**src/rtl/or_pkg.sv**
```systemverilog
`default_nettype none
// +----------------------------------------------------------------------------+
// | or_pkg : shared constants and selector state type for or_source_decoder    |
// | Rev 1.0                                                                    |
// +----------------------------------------------------------------------------+
package or_pkg;

    localparam int NUM_IN_DEFAULT = 8;
    localparam int IDX_W          = $clog2(NUM_IN_DEFAULT);

    typedef enum logic [0:0] {
        SEL_IDLE  = 1'b0,
        SEL_OFFER = 1'b1
    } sel_state_e;

endpackage
`default_nettype wire

```
**src/rtl/rr_first_set.sv**
```systemverilog
`default_nettype none
// +----------------------------------------------------------------------------+
// | rr_first_set : first set bit at or above a start pointer, wrapping to 0    |
// | Rev 1.0                                                                    |
// +----------------------------------------------------------------------------+
module rr_first_set #(
    parameter int N = 8
) (
    input  logic [N-1:0]         i_vec,
    input  logic [$clog2(N)-1:0] i_start,
    output logic [$clog2(N)-1:0] o_idx,
    output logic                 o_found
);

    localparam int IDX_W = $clog2(N);
    localparam int P     = 1 << IDX_W;

    logic [P-1:0]   w_vec_pad;
    logic [P-1:0]   w_upper_mask;
    logic [P-1:0]   w_vec_hi;
    logic [IDX_W:0] w_hi_res;
    logic [IDX_W:0] w_all_res;

    // Pairwise merge per level: log2(P) levels of 2:1 priority muxes.
    function automatic logic [IDX_W:0] f_first_set(input logic [P-1:0] v);
        logic [P-1:0]     f;
        logic [IDX_W-1:0] ix [P];
        f = v;
        for (int j = 0; j < P; j++) begin
            ix[j] = IDX_W'(j);
        end
        for (int s = 1; s < P; s = s * 2) begin
            for (int j = 0; j < P; j = j + 2 * s) begin
                if (!f[j]) begin
                    ix[j] = ix[j + s];
                end
                f[j] = f[j] | f[j + s];
            end
        end
        return {f[0], ix[0]};
    endfunction

    always_comb begin
        w_vec_pad          = '0;
        w_vec_pad[N-1:0]   = i_vec;
    end

    always_comb begin
        w_upper_mask = '0;
        for (int j = 0; j < P; j++) begin
            w_upper_mask[j] = (j >= int'(i_start));
        end
    end

    assign w_vec_hi  = w_vec_pad & w_upper_mask;
    assign w_hi_res  = f_first_set(w_vec_hi);
    assign w_all_res = f_first_set(w_vec_pad);

    // Nothing at or above the pointer means the search wraps to the lowest set bit.
    assign o_found = w_all_res[IDX_W];
    assign o_idx   = w_hi_res[IDX_W] ? w_hi_res[IDX_W-1:0] : w_all_res[IDX_W-1:0];

endmodule
`default_nettype wire

```
**src/rtl/or_source_decoder.sv**
```systemverilog
`default_nettype none
// +----------------------------------------------------------------------------+
// | or_source_decoder : pending-request OR with round-robin source offering    |
// | Rev 1.0                                                                    |
// +----------------------------------------------------------------------------+
module or_source_decoder
    import or_pkg::*;
#(
    parameter int NUM_IN = NUM_IN_DEFAULT
) (
    input  logic                      clk,
    input  logic                      rst_n,
    input  logic [NUM_IN-1:0]         in,
    input  logic                      clr_all,
    output logic                      any_out,
    output logic                      src_valid,
    output logic [$clog2(NUM_IN)-1:0] src_idx,
    input  logic                      src_ready,
    output logic                      overflow
);

    localparam int                    IDX_BITS   = $clog2(NUM_IN);
    localparam logic [IDX_BITS-1:0]   c_last_idx = IDX_BITS'(NUM_IN - 1);

    sel_state_e            r_state;
    logic [NUM_IN-1:0]     r_pend;
    logic [NUM_IN-1:0]     r_in_prev;
    logic [IDX_BITS-1:0]   r_rr_ptr;
    logic [IDX_BITS-1:0]   r_src_idx;
    logic                  r_any;
    logic                  r_src_valid;
    logic                  r_overflow;

    logic                  w_hs;
    logic [NUM_IN-1:0]     w_drain_mask;
    logic [NUM_IN-1:0]     w_rise;
    logic [NUM_IN-1:0]     w_pend_next;
    logic [NUM_IN-1:0]     w_search_vec;
    logic [IDX_BITS-1:0]   w_ptr_after_hs;
    logic [IDX_BITS-1:0]   w_search_start;
    logic [IDX_BITS-1:0]   w_next_idx;
    logic                  w_next_found;
    logic                  w_ovf_hit;

    assign w_hs           = r_src_valid & src_ready;
    assign w_drain_mask   = w_hs ? (NUM_IN'(1) << r_src_idx) : '0;
    assign w_rise         = in & ~r_in_prev;
    // A new request always wins over both drain and clear of the same bit.
    assign w_pend_next    = clr_all ? in : ((r_pend & ~w_drain_mask) | in);
    assign w_ovf_hit      = |(w_rise & r_pend & ~w_drain_mask);
    assign w_ptr_after_hs = (r_src_idx == c_last_idx) ? '0 : r_src_idx + 1'b1;

    // Idle searches the settled pending set; after a handshake the next offer
    // is chosen from what remains so consecutive handshakes run every cycle.
    assign w_search_vec   = (r_state == SEL_OFFER) ? (r_pend & ~w_drain_mask) : r_pend;
    assign w_search_start = (r_state == SEL_OFFER) ? w_ptr_after_hs : r_rr_ptr;

    rr_first_set #(
        .N (NUM_IN)
    ) u_rr_first_set (
        .i_vec   (w_search_vec),
        .i_start (w_search_start),
        .o_idx   (w_next_idx),
        .o_found (w_next_found)
    );

    always_ff @(posedge clk) begin
        if (!rst_n) begin
            r_state     <= SEL_IDLE;
            r_pend      <= '0;
            r_in_prev   <= '0;
            r_rr_ptr    <= '0;
            r_src_idx   <= '0;
            r_any       <= 1'b0;
            r_src_valid <= 1'b0;
            r_overflow  <= 1'b0;
        end else begin
            r_pend    <= w_pend_next;
            r_in_prev <= in;
            r_any     <= |r_pend;
            if (clr_all) begin
                r_overflow  <= 1'b0;
                r_state     <= SEL_IDLE;
                r_src_valid <= 1'b0;
            end else begin
                if (w_ovf_hit) begin
                    r_overflow <= 1'b1;
                end
                case (r_state)
                    SEL_IDLE: begin
                        if (w_next_found) begin
                            r_state     <= SEL_OFFER;
                            r_src_valid <= 1'b1;
                            r_src_idx   <= w_next_idx;
                        end
                    end
                    SEL_OFFER: begin
                        if (w_hs) begin
                            r_rr_ptr <= w_ptr_after_hs;
                            if (w_next_found) begin
                                r_src_idx <= w_next_idx;
                            end else begin
                                r_state     <= SEL_IDLE;
                                r_src_valid <= 1'b0;
                            end
                        end
                    end
                    default: begin
                        r_state     <= SEL_IDLE;
                        r_src_valid <= 1'b0;
                    end
                endcase
            end
        end
    end

    assign any_out   = r_any;
    assign src_valid = r_src_valid;
    assign src_idx   = r_src_idx;
    assign overflow  = r_overflow;

endmodule
`default_nettype wire

```
**config.mk**
```make
export PLATFORM = sky130hd
export DESIGN_NAME = or_source_decoder
export DESIGN_NICKNAME = d
export VERILOG_FILES = /design/src/rtl/or_pkg.sv /design/src/rtl/rr_first_set.sv /design/src/rtl/or_source_decoder.sv
export SDC_FILE = /design/constraint.sdc
export NUM_CORES = 1
export LEC_CHECK = 0
export CAP_MARGIN = 10
export CORE_UTILIZATION = 49
export CTS_CLUSTER_DIAMETER = 150
export DETAILED_ROUTE_END_ITERATION = 7
export GPL_ROUTABILITY_DRIVEN = 0
export PLACE_DENSITY = 0.8
export SLEW_MARGIN = 20
export SYNTH_ARGS = -nofsm -noshare
export SYNTH_HDL_FRONTEND = slang
export SYNTH_HIERARCHICAL = 1
export SYNTH_SLANG_ARGS = --single-unit
```
**constraint.sdc**
```tcl
create_clock -name clk -period 2.06 [get_ports clk]
set_clock_uncertainty 0.2 [all_clocks]
set_input_delay 0.412 -clock clk [delete_from_list [all_inputs] [get_ports clk]]
set_output_delay 0.412 -clock clk [all_outputs]
set_load 0.005 [all_outputs]
```
==> flow_summary.toml <==
[yosys]
synthesis.instances = 173
synth-seq-area-share_pct = 35.59
post_synth.cell_area_avg_um2 = 8.455
synthDominantCellAreaShare_pct = 35.59
yosysTopAreaCell = "sky130_fd_sc_hd__dfxtp_1"
ys_dominant_reg_cell = "sky130_fd_sc_hd__dfxtp_1"
mappedNetlistArea_um2 = 1463
post-synth-top-count-cell = "sky130_fd_sc_hd__dfxtp_1"
synth.ff_latch_count = 26
synthesis.nets = 191
yosys_warnings = 6
post_synth_main_area_contributors = "sky130_fd_sc_hd__dfxtp_1, sky130_fd_sc_hd__nand2_1, sky130_fd_sc_hd__a21boi_0"
synthDistinctLibCells = 41
synth-edff-count = 0
synthTopCellsByCount = "sky130_fd_sc_hd__dfxtp_1, sky130_fd_sc_hd__nand2_1, sky130_fd_sc_hd__nor2_1, sky130_fd_sc_hd__a21boi_0"
async_reset_ff_share_pct = 0

[finish]
final-seq-area_um2 = 534.3
postLayoutCellArea_um2 = 2275
areaGrowthSynthToFinish_pct = 55.52
insertedDiodeCount = 0
num-nets-final = 250
post_route_cells_drive_above_1_share_pct = 41.99
layout.filler_cells = 138
multi_input_gate_area_in_the_final_layout_um2 = 1132

[clock_tree]
clock_insertion_delay_worst_skew_ns = 0.35
ctsRootBufferMaster = "sky130_fd_sc_hd__clkbuf_4"
clkSlewWorstSetupHoldPaths_ns = 0.16
cts.sinks = 26
cts_hold_repair.buffers = 0
cts_htree_levels = 1
cts_bufs_inserted = 3
cts-root-to-sink-buffers = 2
cts_tree = "done"

[timing]
min_period_over_period_pct = 113.4
final.setup.tns_ns = -1.060
final_period_minus_worst_setup_slack_ns = 2.335
drv_slew = 0
final_hold_viol_count = 0
timing_worst_slew_pin_value_ns = 0.3025
setup-violations-final = 6
fmaxAchievable_mhz = 428.2
setup_slack_ns = -0.2751
timing.max_slew.rel_slack_pct = 79.65
unrepaired_setup_endpoints_after_global_routing = "true"

[power]
power_internal_uw = 920.5
p_seq_share_pct = 42.3
sw_frac_of_total_pct = 31.44
power.leakage_uw = 0.0009174
power.share.combinational_pct = 33.6
power.share.clock_pct = 24.1
ir_drop_worst_case_vdd_uv = 548.7
power_switching_uw = 422.1
cellPowerDensity_nw_per_um2 = 590.2

[detailed_routing]
totalWireLength_mm = 5.184
vias = 1639
detail_route.wl_per_cell_um = 19.79
ant_nets = 0
detailedRoute.firstPassIterationCount = 4
detail_route.drc_violations = 0
detail_route.vias_per_cell = 6.256
drt_iter0_drc = 167

[critical_path]
worstPathMaxFanout = 5
critical_path.reg2reg.startpoint = "src_idx[1]"
required_ns = 2.14
capturing_point_of_the_worst_reg2reg_path = "src_idx[0]"
critPathKind = "reg2reg"
timing.critical_path.from_type = "register"
cp.arrival_ns = 2.42
endpoint_kind = "register"
r2r.worst_path.cells = 11
regToRegSetupSlack_ns = -0.28

[floorplanning]
core-area_um2 = 2781
die_outline_width_um = 56.64
dieHeight_um = 56.64
die_area_um2 = 3208
core.rowCount = 19
boundaryPins = 18
floorplan.initialDensity_pct = 52.59

[run_status]
violated_checks = "setup timing"
run_status = "complete, but fails checks"

[placed_design]
placement.io_buffers = 17
post_dp_cell_area_um2 = 1953
dp_hpwl_mm = 3.048

[global_routing]
grt_first_pass_wirelength_mm = 7.258
grt_overflow_total = 0
number_of_antenna_violations_at_the_first_check_in_global_routing = 0
number_of_global_route_vias_before_repair = 1540
grt_max_degree = 16
grt_use_total_pct = 29.48

[hold_path]
worst_min_path_class = "reg2reg"
timing.hold.worst_endpoint = "r_pend[2]"
min-delay-start = "r_pend[2]"
whs_path_depth = 2

[run]
drv_cap = 0
## per-layer routing
layer | up-vias | global-route usage, % | part of all wire [%]
met1 | 778 | 34.87 | 39
met3 | 35 | 4.378 | 6.4
met5 | - | 0 | 0
met4 | 0 | 12.20 | 5.6
li1 | 731 | - | -
met2 | 95 | 52.61 | 49
## layout by cell type (no fill, tap or decap), types with 4 or more instances in the layout
cell and count:
sky130_fd_sc_hd__ha_4 4, sky130_fd_sc_hd__nor2b_1 4, sky130_fd_sc_hd__o21bai_1 8, sky130_fd_sc_hd__dfxtp_1 21, sky130_fd_sc_hd__inv_1 4, sky130_fd_sc_hd__and2_1 8, sky130_fd_sc_hd__a21boi_2 5, sky130_fd_sc_hd__nand2_1 21
sky130_fd_sc_hd__nand4_1 4, sky130_fd_sc_hd__nor2_1 12, sky130_fd_sc_hd__buf_4 41, sky130_fd_sc_hd__a21oi_4 4, sky130_fd_sc_hd__clkdlybuf4s50_1 16
## critical path, stage by stage (launching register included)
cell and delay [ns]:
sky130_fd_sc_hd__dfxtp_4 0.40, sky130_fd_sc_hd__ha_4 0.17, sky130_fd_sc_hd__ha_4 0.16, sky130_fd_sc_hd__nor2_2 0.10, sky130_fd_sc_hd__mux2_4 0.22, sky130_fd_sc_hd__inv_1 0.08
sky130_fd_sc_hd__a21oi_1 0.21, sky130_fd_sc_hd__o221ai_1 0.18, sky130_fd_sc_hd__o32ai_2 0.15, sky130_fd_sc_hd__o31a_1 0.17, sky130_fd_sc_hd__mux2i_1 0.08, sky130_fd_sc_hd__nor2b_1 0.14
## cell families after synthesis
logic type / count (synthesis) / share of synthesized area (%)
AO/OA/AOI/OAI: 47 / 24.21
adder cells (fa/ha/maj): 6 / 5.132
buffers and inverters: 12 / 4.961
flip-flops: 26 / 35.59
multiplexers: 5 / 3.593
AND/OR/NAND/NOR: 77 / 26.52
## flip-flops by register name (all words and copies together) (netlist names)
register / count
overflow: 1
r_in_prev: 8
r_pend: 8
src_idx: 3
r_state: 1
src_valid: 1
r_rr_ptr: 3
any_out: 1
## power by group through the flow
stage               combinational [uW]  clock (uW)  sequential (uW)
finish                             451         324              568
floorplan                          188           0              569
global placement                   326           0              573
CTS                                380         324              565
global route                       472         344              571
detailed placement                 337           0              574
## final cells by class
type | count | share of cell area [%]
Tap cell | 31 | 1.705
Sequential cell | 26 | 23.49
Inverter | 6 | 0.9901
Timing Repair Buffer | 60 | 21.95
Clock buffer | 4 | 2.090
Multi-Input combinational cell | 135 | 49.78
## through the flow
stage / power, uW / util (%) / hold WS (ns) / setup slack, ns / instances
4_1_cts: 1269 / 76.79 / 0.3021 / -0.1278 / 258
6_report: 1343 / 81.78 / 0.3191 / -0.2751 / 262
3_5_place_dp: 911.7 / 70.22 / 0.2845 / -0.6659 / 249
2_1_floorplan: 756.4 / - / 0.2498 / -0.01406 / 173
3_3_place_gp: 898.4 / 70.22 / 0.2729 / -0.6370 / 249
5_1_grt: 1387 / 81.78 / 0.3435 / -0.3157 / 262
## worst max-delay path by stage
stage                           from         end  slack (ns)
after floorplan           src_idx[0]  src_idx[0]       -0.01
after global placement     src_ready  src_idx[1]       -0.64
after detailed placement   src_ready  src_idx[2]       -0.67
after CTS                 src_idx[1]  src_idx[1]       -0.13
after global routing      src_idx[0]  src_idx[1]       -0.32
final                     src_idx[1]  src_idx[0]       -0.28
## timing repair
action	CTS	global route
endpoints found under the setup margin	5	6
buffers inserted	5	4
gates resized for setup	26	25
pin swaps	11	12
Power figures use the tool's default switching activity.
